## config.mk

```make
export PLATFORM = sky130hd
export DESIGN_NAME = clock_gate_controller
export DESIGN_NICKNAME = d
export VERILOG_FILES = /design/src/rtl/clock_gate_controller_pkg.sv /design/src/rtl/clock_gate_stats.sv /design/src/rtl/clock_gate_controller.sv
export SDC_FILE = /design/constraint.sdc
export NUM_CORES = 1
export LEC_CHECK = 0
export BUFFER_PORTS_ARGS = -buffer_cell sky130_fd_sc_hd__buf_2
export CAP_MARGIN = 20
export CORE_AREA = 2 2 44 46
export DETAILED_ROUTE_END_ITERATION = 7
export DIE_AREA = 0 0 46 48
export HOLD_SLACK_MARGIN = 0.15
export PLACE_DENSITY = 0.68
export SLEW_MARGIN = 20
export SYNTH_ARGS = -nofsm -noshare
export SYNTH_HDL_FRONTEND = slang
export SYNTH_SLANG_ARGS = --single-unit
```

## constraint.sdc

```tcl
create_clock -name clk -period 3.4 [get_ports clk]
set_clock_uncertainty 0.05 [all_clocks]
set_input_delay 0.51 -clock clk [delete_from_list [all_inputs] [get_ports clk]]
set_output_delay 0.51 -clock clk [all_outputs]
set_load 0.05 [all_outputs]
```

## src/rtl/clock_gate_controller_pkg.sv

```systemverilog
// Shared definitions for the NPU clock-gate controller: FSM state encoding,
// statistics width and the registered output bundle.
package clock_gate_controller_pkg;

    typedef enum logic [1:0] {
        CG_ST_RUN   = 2'd0,
        CG_ST_GATED = 2'd1,
        CG_ST_WAKE  = 2'd2
    } cg_state_e;

    localparam int CG_STAT_W = 32;

    typedef struct packed {
        logic cg_enable;
        logic wake_ack;
        logic gated;
    } cg_out_t;

    localparam cg_out_t CG_OUT_RESET = '{cg_enable: 1'b1, wake_ack: 1'b0, gated: 1'b0};

endpackage

```

## src/rtl/clock_gate_stats.sv

```systemverilog
// Gating statistics: RUN->GATED event count (wrapping) and gated-cycle count
// (saturating). Only instantiated when CLOCK_GATE_STATS_EN is defined.
module clock_gate_stats
    import clock_gate_controller_pkg::*;
(
    input  logic                 clk,
    input  logic                 rst,
    input  logic                 gate_event,
    input  logic                 gated,
    output logic [CG_STAT_W-1:0] gate_events,
    output logic [CG_STAT_W-1:0] gated_cycles
);

    localparam logic [CG_STAT_W-1:0] STAT_ONE = CG_STAT_W'(1);

    logic [CG_STAT_W-1:0] gate_events_d, gate_events_q;
    logic [CG_STAT_W-1:0] gated_cycles_d, gated_cycles_q;

    always_comb begin
        gate_events_d  = gate_events_q;
        gated_cycles_d = gated_cycles_q;
        if (gate_event) begin
            gate_events_d = gate_events_q + STAT_ONE;
        end
        // Saturate rather than wrap so a long gated stretch never reads as short.
        if (gated && (gated_cycles_q != '1)) begin
            gated_cycles_d = gated_cycles_q + STAT_ONE;
        end
    end

    always_ff @(posedge clk or posedge rst) begin
        if (rst) begin
            gate_events_q  <= '0;
            gated_cycles_q <= '0;
        end else begin
            gate_events_q  <= gate_events_d;
            gated_cycles_q <= gated_cycles_d;
        end
    end

    assign gate_events  = gate_events_q;
    assign gated_cycles = gated_cycles_q;

endmodule

```

## src/rtl/clock_gate_controller.sv

```systemverilog
// Always-on idle/wake controller driving the NPU clock-gating cell enables.
// Optional statistics outputs are present when CLOCK_GATE_STATS_EN is defined.
module clock_gate_controller
    import clock_gate_controller_pkg::*;
#(
    parameter int IDLE_THRESHOLD = 16,
    parameter int WAKE_LATENCY   = 2,
    parameter int CNT_W          = 8
) (
    input  logic                 clk,
    input  logic                 rst,
    input  logic                 activity,
    input  logic                 wake_req,
    input  logic                 force_on,
    output logic                 cg_enable,
    output logic                 wake_ack,
    output logic                 gated
`ifdef CLOCK_GATE_STATS_EN
    ,
    output logic [CG_STAT_W-1:0] gate_events,
    output logic [CG_STAT_W-1:0] gated_cycles
`endif
);

    localparam logic [CNT_W-1:0] IDLE_LAST = CNT_W'(IDLE_THRESHOLD - 1);
    localparam logic [CNT_W-1:0] WAKE_LAST = CNT_W'(WAKE_LATENCY - 1);
    localparam logic [CNT_W-1:0] CNT_ONE   = CNT_W'(1);

    cg_state_e        state_d, state_q;
    logic [CNT_W-1:0] cnt_d, cnt_q;
    cg_out_t          out_d, out_q;
    logic             keep_awake;

    assign keep_awake = activity | wake_req | force_on;

    // NOTE: every signal gets its default before the case so no path leaves
    // it unassigned; a missing default here would infer a latch.
    always_comb begin
        state_d        = state_q;
        cnt_d          = cnt_q;
        out_d.wake_ack = 1'b0;

        unique case (state_q)
            CG_ST_RUN: begin
                if (keep_awake) begin
                    cnt_d = '0;
                    // A request already answered last edge is not acknowledged twice.
                    out_d.wake_ack = wake_req & ~out_q.wake_ack;
                end else if (cnt_q == IDLE_LAST) begin
                    state_d = CG_ST_GATED;
                    cnt_d   = '0;
                end else if (cnt_q != '1) begin
                    cnt_d = cnt_q + CNT_ONE;
                end
            end

            CG_ST_GATED: begin
                cnt_d = '0;
                if (keep_awake) begin
                    state_d = CG_ST_WAKE;
                end
            end

            CG_ST_WAKE: begin
                if (cnt_q == WAKE_LAST) begin
                    state_d        = CG_ST_RUN;
                    cnt_d          = '0;
                    out_d.wake_ack = wake_req;
                end else if (cnt_q != '1) begin
                    cnt_d = cnt_q + CNT_ONE;
                end
            end

            default: begin
                state_d = CG_ST_RUN;
                cnt_d   = '0;
            end
        endcase

        // Outputs are decoded from the next state so they change on the same edge.
        out_d.cg_enable = (state_d != CG_ST_GATED);
        out_d.gated     = (state_d == CG_ST_GATED);
    end

    // NOTE: state is updated with non-blocking assignments so every flop
    // samples pre-edge values regardless of statement order.
    always_ff @(posedge clk or posedge rst) begin
        if (rst) begin
            state_q <= CG_ST_RUN;
            cnt_q   <= '0;
            out_q   <= CG_OUT_RESET;
        end else begin
            state_q <= state_d;
            cnt_q   <= cnt_d;
            out_q   <= out_d;
        end
    end

    assign cg_enable = out_q.cg_enable;
    assign wake_ack  = out_q.wake_ack;
    assign gated     = out_q.gated;

`ifdef CLOCK_GATE_STATS_EN
    logic gate_event;

    assign gate_event = (state_q == CG_ST_RUN) && (state_d == CG_ST_GATED);

    clock_gate_stats u_stats (
        .clk          (clk),
        .rst          (rst),
        .gate_event   (gate_event),
        .gated        (out_q.gated),
        .gate_events  (gate_events),
        .gated_cycles (gated_cycles)
    );
`endif

endmodule

```

### After elaboration in Yosys (flattened, before gate mapping)

Index checks and enable logic that the tools add are counted.

| word-level totals | value |
|---|---|
| register bits | 13 |
| input bits | 5 |
| output and inout port bits | 3 |
| logic and storage cells | 31 |

| operators by class | value |
|---|---|
| $add $sub $neg | 1 |
| equality and inequality tests | 7 |
| muxes and demuxes | 13 |
| bitwise gates (word level) | 4 |
| reduce and logical (&&, ||, !) cells | 1 |

Operators by type and width:

| kind | number |
|---|---|
| 8-bit 2-to-1 mux | 4 |
| 8-bit one-hot mux with 2 select lines | 1 |
| 8-bit by 1-bit adder with 8-bit output (second input constant) | 1 |
| 8-bit by 1-bit == test with 1-bit output (second input constant) | 1 |
| 8-bit by 4-bit == test with 1-bit output (second input constant) | 1 |
| 2-bit 2-to-1 mux | 4 |
| 8-bit inequality test (second input constant) | 1 |
| 2-bit one-hot mux with 3 select lines | 1 |
| 2-bit by 1-bit == test with 1-bit output (second input constant) | 2 |
| 2-bit == test (second input constant) | 1 |
| 2-bit zero test | 1 |
| 1-bit 2-to-1 mux | 2 |
| 2-bit by 1-bit inequality test with 1-bit output (second input constant) | 1 |
| 1-bit bitwise OR | 2 |
| 1-bit one-hot mux with 2 select lines | 1 |
| 1-bit bitwise AND | 1 |
| 1-bit NOT | 1 |

### Logic depth before layout (Yosys ltp)

Gate-level depths: netlist of run 1.

| depth | value |
|---|---|
| word-level depth | 5 |
| depth in mapped cells | 6 |
| mapped depth without buffers | 6 |

### Worst setup path before layout of run 1

Ideal clock, no wire load.

| timing path | value |
|---|---|
| path type | register -> register |
| from | register cnt_q[4] |
| to | register cnt_q[4] |
| library setup time | 0.135 ns |
| arrival | 1.426 ns |
| required time | 3.215 ns |
| slack | 1.789 ns |
| cell stages (with the launch flop) | 5 |
| buffers on the path | 0 |
| period minus slack after synthesis | 1.611 ns |
| cell sequence | dfrtp_1 -> or4_4 -> o41ai_4 -> a21o_4 -> a211oi_1 |

| on the way | value |
|---|---|
| cells in the longest elaborated chain, start to end | 5 |
| elaborated cells between the ends (all ways) | 9 |
| those cells by class | add/sub: 1; eq/ne: 3; mux: 5 |

RTL lines:

| item | line | source |
|---|---|---|
| from (decl) | clock_gate_controller.sv:30 | `logic [CNT_W-1:0] cnt_d, cnt_q;` |
| from (signal assigned) | clock_gate_controller.sv:94 | `cnt_q <= cnt_d;` |
| 8-bit by 1-bit adder with 8-bit output / 8-bit inequality test (equally long branches) | - |  |
| 8-bit 2-to-1 mux | clock_gate_controller.sv:52, clock_gate_controller.sv:69 |  |
| 8-bit 2-to-1 mux | clock_gate_controller.sv:49 | `end else if (cnt_q == IDLE_LAST) begin` |
| 8-bit 2-to-1 mux | clock_gate_controller.sv:45 | `if (keep_awake) begin` |
| 8-bit one-hot mux with 2 select lines * | clock_gate_controller.sv:43 | `unique case (state_q)` |
| net cnt_d[4] | clock_gate_controller.sv:30 |  |

Mark *: on every way through the listed nets, which the timed path passes. The rest lies on a longest branch.

### Final worst setup path of run 1

| timing path | value |
|---|---|
| from | register cnt_q[5] |
| to | register cnt_q[4] |

| on the way | value |
|---|---|
| cells in the longest elaborated chain, start to end | 5 |
| elaborated cells between the ends (all ways) | 8 |
| those cells by class | eq/ne: 3; mux: 5 |

RTL lines:

| item | line |
|---|---|
| 8-bit inequality test | clock_gate_controller.sv:52, clock_gate_controller.sv:69 |
| 8-bit 2-to-1 mux | - |
| 8-bit 2-to-1 mux | clock_gate_controller.sv:49 |
| 8-bit 2-to-1 mux | clock_gate_controller.sv:45 |
| 8-bit one-hot mux with 2 select lines * | clock_gate_controller.sv:43 |
| net cnt_d[4] | clock_gate_controller.sv:30 |

Marked as above.

==> results of run 1 <==
## synthesized netlist by cell type (2+ instances only)
cell type	count	share of area
nor2_1	8	0.045
xnor2_1	2	0.026
a211oi_1	2	0.023
a21oi_1	3	0.023
nand2_1	3	0.017
inv_1	4	0.023
o21ai_0	3	0.023
dfrtp_1	12	0.45
o21a_1	2	0.023
nand3_1	3	0.023
nor2b_1	2	0.019
ha_1	2	0.038
## layout by cell type (no fill, tap or decap), types with 2 or more instances in the layout
cell type  synthesis  routed
o21ai_0            3       3
ha_1               2       2
nand2_1            3       3
a21oi_1            3       3
buf_2              0       7
inv_1              4       4
nor2_1             8       8
o21a_1             2       2
clkbuf_4           0       3
dfrtp_1           12      12
xnor2_1            2       2
nand3_1            3       3
nor2b_1            2       2
a211oi_1           2       2
## layout make-up
cell class	count	area (um^2)
clock buffer	3	22.5
clock inverter	1	5.00
fill	167	945
inverter	4	15.0
multi-input combinational	45	319
sequential	13	327
tap	17	21.3
timing repair buffer	7	35.0
## state kept, by name, summed over array words and instances (netlist names)
signal and count:
cg_enable 1, cnt_q 8, gated 1, state_q 2, wake_ack 1
## power by group through the flow
| stage | logic, uW | registers [uW] | clock network, uW |
|---|---|---|---|
| final | 6.59 | 155 | 98.9 |
| after global routing | 7.77 | 155 | 112 |
| after detailed placement | 6.89 | 158 | 0 |
| after global placement | 6.53 | 158 | 0 |
| after CTS | 6.91 | 155 | 102 |
| after floorplan | 2.69 | 158 | 0 |
## routing by layer
layer	global-route usage	up-vias	part of all wire
met5	0	-	0
met4	0.177	0	0.028
met3	0.0415	4	0.014
met2	0.194	6	0.47
met1	0.179	230	0.49
li1	-	244	-
## final timing paths
| path | start | slack (ps) | depth (start not counted) | endpoint |
|---|---|---|---|---|
| worst min register to register | cnt_q[5] | 520 | 1 | cnt_q[6] |
| worst min-delay path | rst | 180 | 2 | wake_ack |
| max in group asynchronous | rst | 2760 | 2 | cg_enable |
| worst max-delay path | cnt_q[5] | 1650 | 4 | cnt_q[4] |
| min in group clk | force_on | 460 | 3 | gated |
| worst max register to register | cnt_q[5] | 1650 | 4 | cnt_q[4] |
## through the flow
step                power (uW)  cell area [um^2]  instances   util  worst slack, ps
global placement           164               717         86  0.424             1670
floorplan                  160               664         63      -             1790
finish                     260               744         90  0.441             1650
CTS                        264               744         90  0.441             1640
detailed placement         164               717         86  0.424             1630
global route               274               744         90  0.441             1570
## cell families (layout without fill, tap and decap cells)
family / after synthesis / count (layout) / share of synthesized area
simple gates: 25 / 25 / 0.215
compound gates: 15 / 15 / 0.188
xor+xnor: 3 / 3 / 0.0396
flops: 13 / 13 / 0.492
buf+inv: 5 / 15 / 0.0282
fa+ha+maj: 2 / 2 / 0.0377
==> reports/results.txt, run 1 <==
Status: finished, final reports clean
Tcrit/Tclk final: 0.513
Leading register cell type out of synthesis: dfrtp_1
Worst-path clk slew: 90 ps
WP data arrival: 1850 ps
WS Path Type: register to register
Min Clock Period, post-route: 1750 ps
Drt wl/cell: 13.6 um
GRT Residual Overflow: 0
Async set or reset register ratio after synthesis: 1.00
Combinational Power Share: 0.025
TritonCTS clock tree: built
Antenna-violating nets left: 0
# DRC: 0
Net switching power: 59.9 uW
Slew @ Worst Pin: 497 ps
CP Cell Sequence: or4_4 > o41ai_4 > a21o_4 > a211oi_1
Internal power: 200 uW
Buffers on Ports: 7
Hold crit path type: primary input to async pin
Peak supply drop: 0.170 mV
CP Buf/Inv Count: 0
Max Fanout on Critical Path: 8
Max_cap viols: 0
Setup TNS: 0 ps
Netlist Area Pre-Place: 664 um^2
Clock power share: 0.380
CTS sink cnt: 13
Worst-Skew Late Latency: 280 ps
Synth unique cells: 29
CTS buffer count: 3
Final Hold Viols: 0
Pwr dens: 349 nW/um^2
Post-CTS Setup Bufs: 0
Die height: 48 um
Wire length of the first global-routing pass: 2.17 mm
Total GRT Usage: 0.149
Root buffer cell: clkbuf_4
Synth warnings: 0
DPL Wire Length: 897 um
Seq cells post-synth: 13
Final Slew Violations: 0
Largest net degree at the start of global routing: 14
Syn-to-layout area delta: 12.1%
Seq/Total Area, Yosys: 0.492
Slew headroom: 0.668
DRT Wirelength: 1.22 mm
Leak: 0.000355 uW
Syn Area/Cell: 10.5 um^2
Initial Util: 0.393
# setup viols final: 0
PostCTS Resize Cnt: 0
Sw Share: 0.230
Vias per inst: 5.38
Mapped Cells: 63
CTS H-tree depth: 1
Largest stage delay, worst path: 570 ps
Die ar.: 2210 um^2
Crit path max-delay family: compound AO/OA/AOI/OAI gates
Antenna Cells: 0
EDFF count, synth: 0
RSZ-0062 raised after global routing: no
Share of cells above drive strength 1: 0.233
Max Fclk: 573 MHz
Vias in the first global route: 510
IO Count: 8
Critical path launch point type: register
Hold slack final: 183 ps
CP max stage cell: or4_4
Core Region: 1690 um^2
Initial antenna violation count: 0
Reg power frac: 0.594
Row cnt: 15
CTS Hold Buffers Added: 0
Die Width: 46 um
WP data required: 3510 ps
CP Capture Type: register
Final nets: 81
Vias: 484
CTS Buffer Depth: 2
Syn Nets: 70
Drt pass-1 iters: 4
Routability cong.: 0.756
Initial drt markers: 3
(Power assumes the default switching activity.)
==> run 2, diff against run 1 <==
--- a/config.mk
+++ b/config.mk
@@ -11,7 +11,7 @@
 export DETAILED_ROUTE_END_ITERATION = 7
 export DIE_AREA = 0 0 46 48
 export HOLD_SLACK_MARGIN = 0.15
-export PLACE_DENSITY = 0.68
+export PLACE_DENSITY = 0.7
 export SLEW_MARGIN = 20
 export SYNTH_ARGS = -nofsm -noshare
 export SYNTH_HDL_FRONTEND = slang
==> constraint.sdc (replaced) <==
create_clock -name clk -period 1.44 [get_ports clk]
set_clock_uncertainty 0.05 [all_clocks]
set_input_delay 0.216 -clock clk [delete_from_list [all_inputs] [get_ports clk]]
set_output_delay 0.216 -clock clk [all_outputs]
set_load 0.05 [all_outputs]
==> reports/results.txt, run 2 (synthesis results as in run 1) <==
Fill cell count: 158 (was 167)
Max_cap viols: 0 (unchanged)
RSZ-0062 raised after global routing: yes (was no)
Pwr dens: 716 nW/um^2 (was 349 nW/um^2)
Max Fclk: 603 MHz (was 573 MHz)
Largest net degree at the start of global routing: 14 (unchanged)
Wire length of the first global-routing pass: 2.44 mm (was 2.17 mm)
Worst-path clk slew: 90 ps (about the same)
Status: complete, but fails checks (was finished, final reports clean)
Final nets: 95 (was 81)
Hold slack final: 197 ps (was 183 ps)
Total GRT Usage: 0.162 (was 0.149)
Core Region: 1690 um^2 (unchanged)
Die height: 48 um (unchanged)
Drt pass-1 iters: 4 (unchanged)
# setup viols final: 10 (was 0)
Routability cong.: 0.776 (was 0.756)
Row cnt: 15 (unchanged)
Drt wl/cell: 13.1 um (was 13.6 um)
Final setup margin: -220 ps (was 1650 ps)
Peak supply drop: 0.576 mV (was 0.170 mV)
Hold crit path type: primary input to register (was primary input to async pin)
Slew @ Worst Pin: 491 ps (was 497 ps)
Initial antenna violation count: 0 (unchanged)
DPL Wire Length: 1.03 mm (was 897 um)
Buffers on Ports: 7 (unchanged)
Worst-Skew Late Latency: 280 ps (about the same)
CTS Buffer Depth: 2 (unchanged)
Vias: 540 (was 484)
Root buffer cell: clkbuf_4 (unchanged)
CTS buffer count: 3 (unchanged)
Share of cells above drive strength 1: 0.368 (was 0.233)
Syn-to-layout area delta: 29.6% (was 12.1%)
Pwr Total: 617 uW (was 260 uW)
Commonest non-fill, non-tap cells in the layout: 13 x buf_4, 12 x dfrtp_1, 8 x nor2_1 (was 12 x dfrtp_1, 8 x nor2_1, 7 x buf_2)
TritonCTS clock tree: built (unchanged)
Post-Place Cells: 98 (was 86)
# DRC: 0 (unchanged)
CTS H-tree depth: 1 (unchanged)
CTS sink cnt: 13 (unchanged)
Final Hold Viols: 0 (unchanged)
Fin cells: 104 (was 90)
GRT Residual Overflow: 0 (unchanged)
Tcrit/Tclk final: 1.15 (was 0.513)
DRT Wirelength: 1.37 mm (was 1.22 mm)
Antenna-violating nets left: 0 (unchanged)
Initial Util: 0.393 (unchanged)
Initial drt markers: 8 (was 3)
IO Count: 8 (unchanged)
Antenna Cells: 0 (unchanged)
Critical path launch point type: register (unchanged)
WP data required: 1540 ps (was 3510 ps)
Failing checks: negative setup slack
CP Capture Type: register (unchanged)
Largest register FFs: 8 (unchanged)
Largest regs: cnt_q (8), state_q (2) (unchanged)
Vias in the first global route: 559 (was 510)
Vias per inst: 5.19 (was 5.38)
Most flops, register: cnt_q (unchanged)
WS Path Type: register to register (unchanged)
Most common cell after layout, fill and taps aside: buf_4 (was dfrtp_1)
Max Fanout on Critical Path: 8 (unchanged)
WP data arrival: 1760 ps (was 1850 ps)
Leak: 0.000421 uW (was 0.000355 uW)
Final Slew Violations: 0 (unchanged)
Die Width: 46 um (unchanged)
Slew headroom: 0.672 (was 0.668)
Die ar.: 2210 um^2 (unchanged)
Min Clock Period, post-route: 1660 ps (was 1750 ps)
-- run 2: worst max-delay path, cell delays in order, from the launching register on --
cell and delay [ps]:
dfrtp_1 380, or4_4 560, o41ai_4 260, a21o_4 230, a311oi_1 50
-- run 2: report_power, final --
group	leakage, uW	total (uW)	internal (uW)	switching [uW]
logic	0.000272	17.0	6.33	10.7
clock network	0.0000177	235	103	132
registers	0.000131	365	365	0
total	0.000421	617	474	142
-- run 2: through the flow --
stage	area, um^2	TNS [ps]	worst slack [ps]	util
after floorplan	664	-1410	-171	-
after global placement	807	-1550	-185	0.478
after detailed placement	807	-1940	-225	0.478
after CTS	857	-1860	-205	0.507
after global routing	861	-2750	-301	0.510
final	861	-1990	-220	0.510
-- run 2: path summary, 6_finish.rpt --
check / start / end / slack, ps / cells past startpoint
max reg2reg: cnt_q[4] / cnt_q[6] / -220 / 4
min reg2reg: cnt_q[5] / cnt_q[6] / 550 / 2
max in group asynchronous: rst / cg_enable / 550 / 3
min: wake_req / wake_ack / 200 / 2
min in group asynchronous: rst / state_q[1] / 440 / 3
max: cnt_q[4] / cnt_q[6] / -220 / 4
-- run 2: area by class of cell --
type	instances	area [um^2]	area share
Timing Repair Buffer	21	143	0.166
Tap cell	17	21.3	0.0247
Clock inverter	1	5.00	0.00581
Sequential cell	13	327	0.379
Clock buffer	3	22.5	0.0262
Multi-Input combinational cell	45	328	0.381
Inverter	4	15.0	0.0174
-- run 2: repair_timing --
item,4_1_cts,5_1_grt
endpoints found under the setup margin,10,11
endpoints found under the hold margin,12,0
buffers inserted,1,0
pin swaps,2,0
hold buffers,1,0
resized for setup,1,1
-- run 2: layer usage --
| layer | track usage | vias up | part of all wire |
|---|---|---|---|
| li1 | - | 269 | - |
| met1 | 0.199 | 262 | 0.47 |
| met2 | 0.269 | 5 | 0.50 |
| met3 | 0.0113 | 4 | 0.0073 |
| met4 | 0.120 | 0 | 0.030 |
| met5 | 0 | - | 0 |
==> run 3, diff against run 2 <==
--- a/config.mk
+++ b/config.mk
@@ -11,7 +11,7 @@
 export DETAILED_ROUTE_END_ITERATION = 7
 export DIE_AREA = 0 0 46 48
 export HOLD_SLACK_MARGIN = 0.15
-export PLACE_DENSITY = 0.7
+export PLACE_DENSITY = 0.68
 export SLEW_MARGIN = 20
 export SYNTH_ARGS = -nofsm -noshare
 export SYNTH_HDL_FRONTEND = slang
==> constraint.sdc (replaced) <==
create_clock -name clk -period 2.15 [get_ports clk]
set_clock_uncertainty 0.05 [all_clocks]
set_input_delay 0.3225 -clock clk [delete_from_list [all_inputs] [get_ports clk]]
set_output_delay 0.3225 -clock clk [all_outputs]
set_load 0.05 [all_outputs]
==> reports/results.txt, run 3 (synthesis results as in run 1) <==
Status: finished, final reports clean (was complete, but fails checks)
Vias per inst: 5.60 (was 5.19)
Vias: 510 (was 540)
Initial Util: 0.393 (unchanged)
Antenna-violating nets left: 0 (unchanged)
WS Path Type: register to register (unchanged)
Most flops, register: cnt_q (unchanged)
Syn-to-layout area delta: 13.4% (was 29.6%)
Critical path launch point type: register (unchanged)
Hold crit path type: primary input to register (unchanged)
Grt met3 use: 0.0453 (was 0.0113)
Largest net degree at the start of global routing: 14 (unchanged)
Final Hold Viols: 0 (unchanged)
Row cnt: 15 (unchanged)
Dpl cell area: 717 um^2 (was 807 um^2)
Drt pass-1 iters: 4 (unchanged)
CTS Buffer Depth: 2 (unchanged)
Buffers on Ports: 7 (unchanged)
WP data required: 2250 ps (was 1540 ps)
CTS buffer count: 3 (unchanged)
Routability cong.: 0.836 (was 0.776)
Final nets: 82 (was 95)
Die Width: 46 um (unchanged)
Slew headroom: 0.672 (about the same)
WP data arrival: 1820 ps (was 1760 ps)
Die ar.: 2210 um^2 (unchanged)
CTS Hold Buffers Added: 1 (unchanged)
Met2 GRT Util: 0.225 (was 0.269)
PostCTS Resize Cnt: 0 (was 1)
Fin util: 0.446 (was 0.510)
Initial drt markers: 7 (was 8)
Total GRT Usage: 0.140 (was 0.162)
Cell area after layout: 753 um^2 (was 861 um^2)
Reg2Reg Depth: 4 (unchanged)
Tcrit/Tclk final: 0.798 (was 1.15)
Most common cell after layout, fill and taps aside: dfrtp_1 (was buf_4)
Critical path destination: cnt_q[4] (was cnt_q[6])
Hold slack final: 265 ps (was 197 ps)
Worst-Skew Late Latency: 280 ps (about the same)
DRT Wirelength: 1.16 mm (was 1.37 mm)
Peak supply drop: 0.333 mV (was 0.576 mV)
# DRC: 0 (unchanged)
CP Cell Sequence: or4_4 > o41ai_4 > a21o_4 > a211oi_1 (was or4_4 > o41ai_4 > a21o_4 > a311oi_1)
Max Fclk: 583 MHz (was 603 MHz)
GR peak layer: met2 (unchanged)
CP Capture Type: register (unchanged)
Final Slew Violations: 0 (unchanged)
Wire length of the first global-routing pass: 2.15 mm (was 2.44 mm)
Largest register FFs: 8 (unchanged)
Setup slack on the worst flop-to-flop path: 430 ps (was -220 ps)
Max Fanout on Critical Path: 8 (unchanged)
Min Clock Period, post-route: 1720 ps (was 1660 ps)
Post-Place Cells: 86 (was 98)
Slew @ Worst Pin: 491 ps (about the same)
FF-to-FF Start: cnt_q[5] (was cnt_q[4])
Setup crit start: cnt_q[5] (was cnt_q[4])
CTS H-tree depth: 1 (unchanged)
DPL Wire Length: 884 um (was 1.03 mm)
Largest stage delay, worst path: 560 ps (about the same)
Fin cells: 91 (was 104)
Leak: 0.000356 uW (was 0.000421 uW)
Antenna Cells: 0 (unchanged)
CP max stage cell: or4_4 (unchanged)
Share of cells above drive strength 1: 0.216 (was 0.368)
Drt wl/cell: 12.8 um (was 13.1 um)
Post-CTS Setup Bufs: 0 (was 1)
Setup TNS: 0 ps (was -1990 ps)
Core Region: 1690 um^2 (unchanged)
TritonCTS clock tree: built (unchanged)
Max_cap viols: 0 (unchanged)
Largest regs: cnt_q (8), state_q (2) (unchanged)
CTS sink cnt: 13 (unchanged)
Root buffer cell: clkbuf_4 (unchanged)
Die height: 48 um (unchanged)
Commonest non-fill, non-tap cells in the layout: 12 x dfrtp_1, 8 x nor2_1, 7 x buf_2 (was 13 x buf_4, 12 x dfrtp_1, 8 x nor2_1)
GRT Residual Overflow: 0 (unchanged)
Vias in the first global route: 498 (was 559)
Reg-to-Reg End: cnt_q[4] (was cnt_q[6])
# setup viols final: 0 (was 10)
IO Count: 8 (unchanged)
Initial antenna violation count: 0 (unchanged)
RSZ-0062 raised after global routing: no (was yes)
Worst-path clk slew: 80 ps (was 90 ps)
Pwr dens: 542 nW/um^2 (was 716 nW/um^2)
Met1 Use GR: 0.169 (was 0.199)
Fill cell count: 171 (was 158)
Hold_sp: force_on (was wake_req)
[run 3: changes by cell type in the layout (fill, tap and decap cells not counted)]
cell / delta
buf_4: -13
a21oi_1: +1
clkbuf_1: +1
clkinv_2: -1
a211oi_2: -1
a211oi_1: +1
a21oi_2: -1
[run 3: layout make-up]
type                       instances  area, um^2  share of cell area
tap                               17        21.3              0.0282
inverter                           4        15.0              0.0199
clock buffer                       4        26.3              0.0349
multi-input combinational         45         319               0.424
sequential                        13         327               0.434
timing repair buffer               8        45.0              0.0598
[run 3: stage by stage]
step	power [uW]	setup slack, ps
3_5_place_dp	260	432
5_1_grt	429	364
2_1_floorplan	253	539
6_report	408	435
3_3_place_gp	259	475
4_1_cts	413	416
[run 3: metal layers]
metal | vias up | share of wire
met3 | 5 | 0.026
met4 | 0 | 0.021
met2 | 9 | 0.47
met1 | 252 | 0.48
li1 | 244 | -
met5 | - | 0
[run 3: report_power, final]
part	internal [uW]	switching [uW]	total (uW)
combinational	4.24	7.23	11.5
clock	72.0	80.4	152
sequential	244	0	244
[run 3: worst min path at each step]
stage	end	slack, ps	cells after the start
after floorplan	cnt_q[0]	150	1
after global placement	wake_ack	320	2
after detailed placement	gated	320	2
after CTS	gated	270	3
after global routing	gated	260	3
final	gated	260	3
[run 3: worst max-delay path, delay by kind of cell, from the launching register on]
family             cells  cell delay [ps]
and+or+nand+nor        1              560
AOI/OAI and AO/OA      3              550
DFF                    1              430
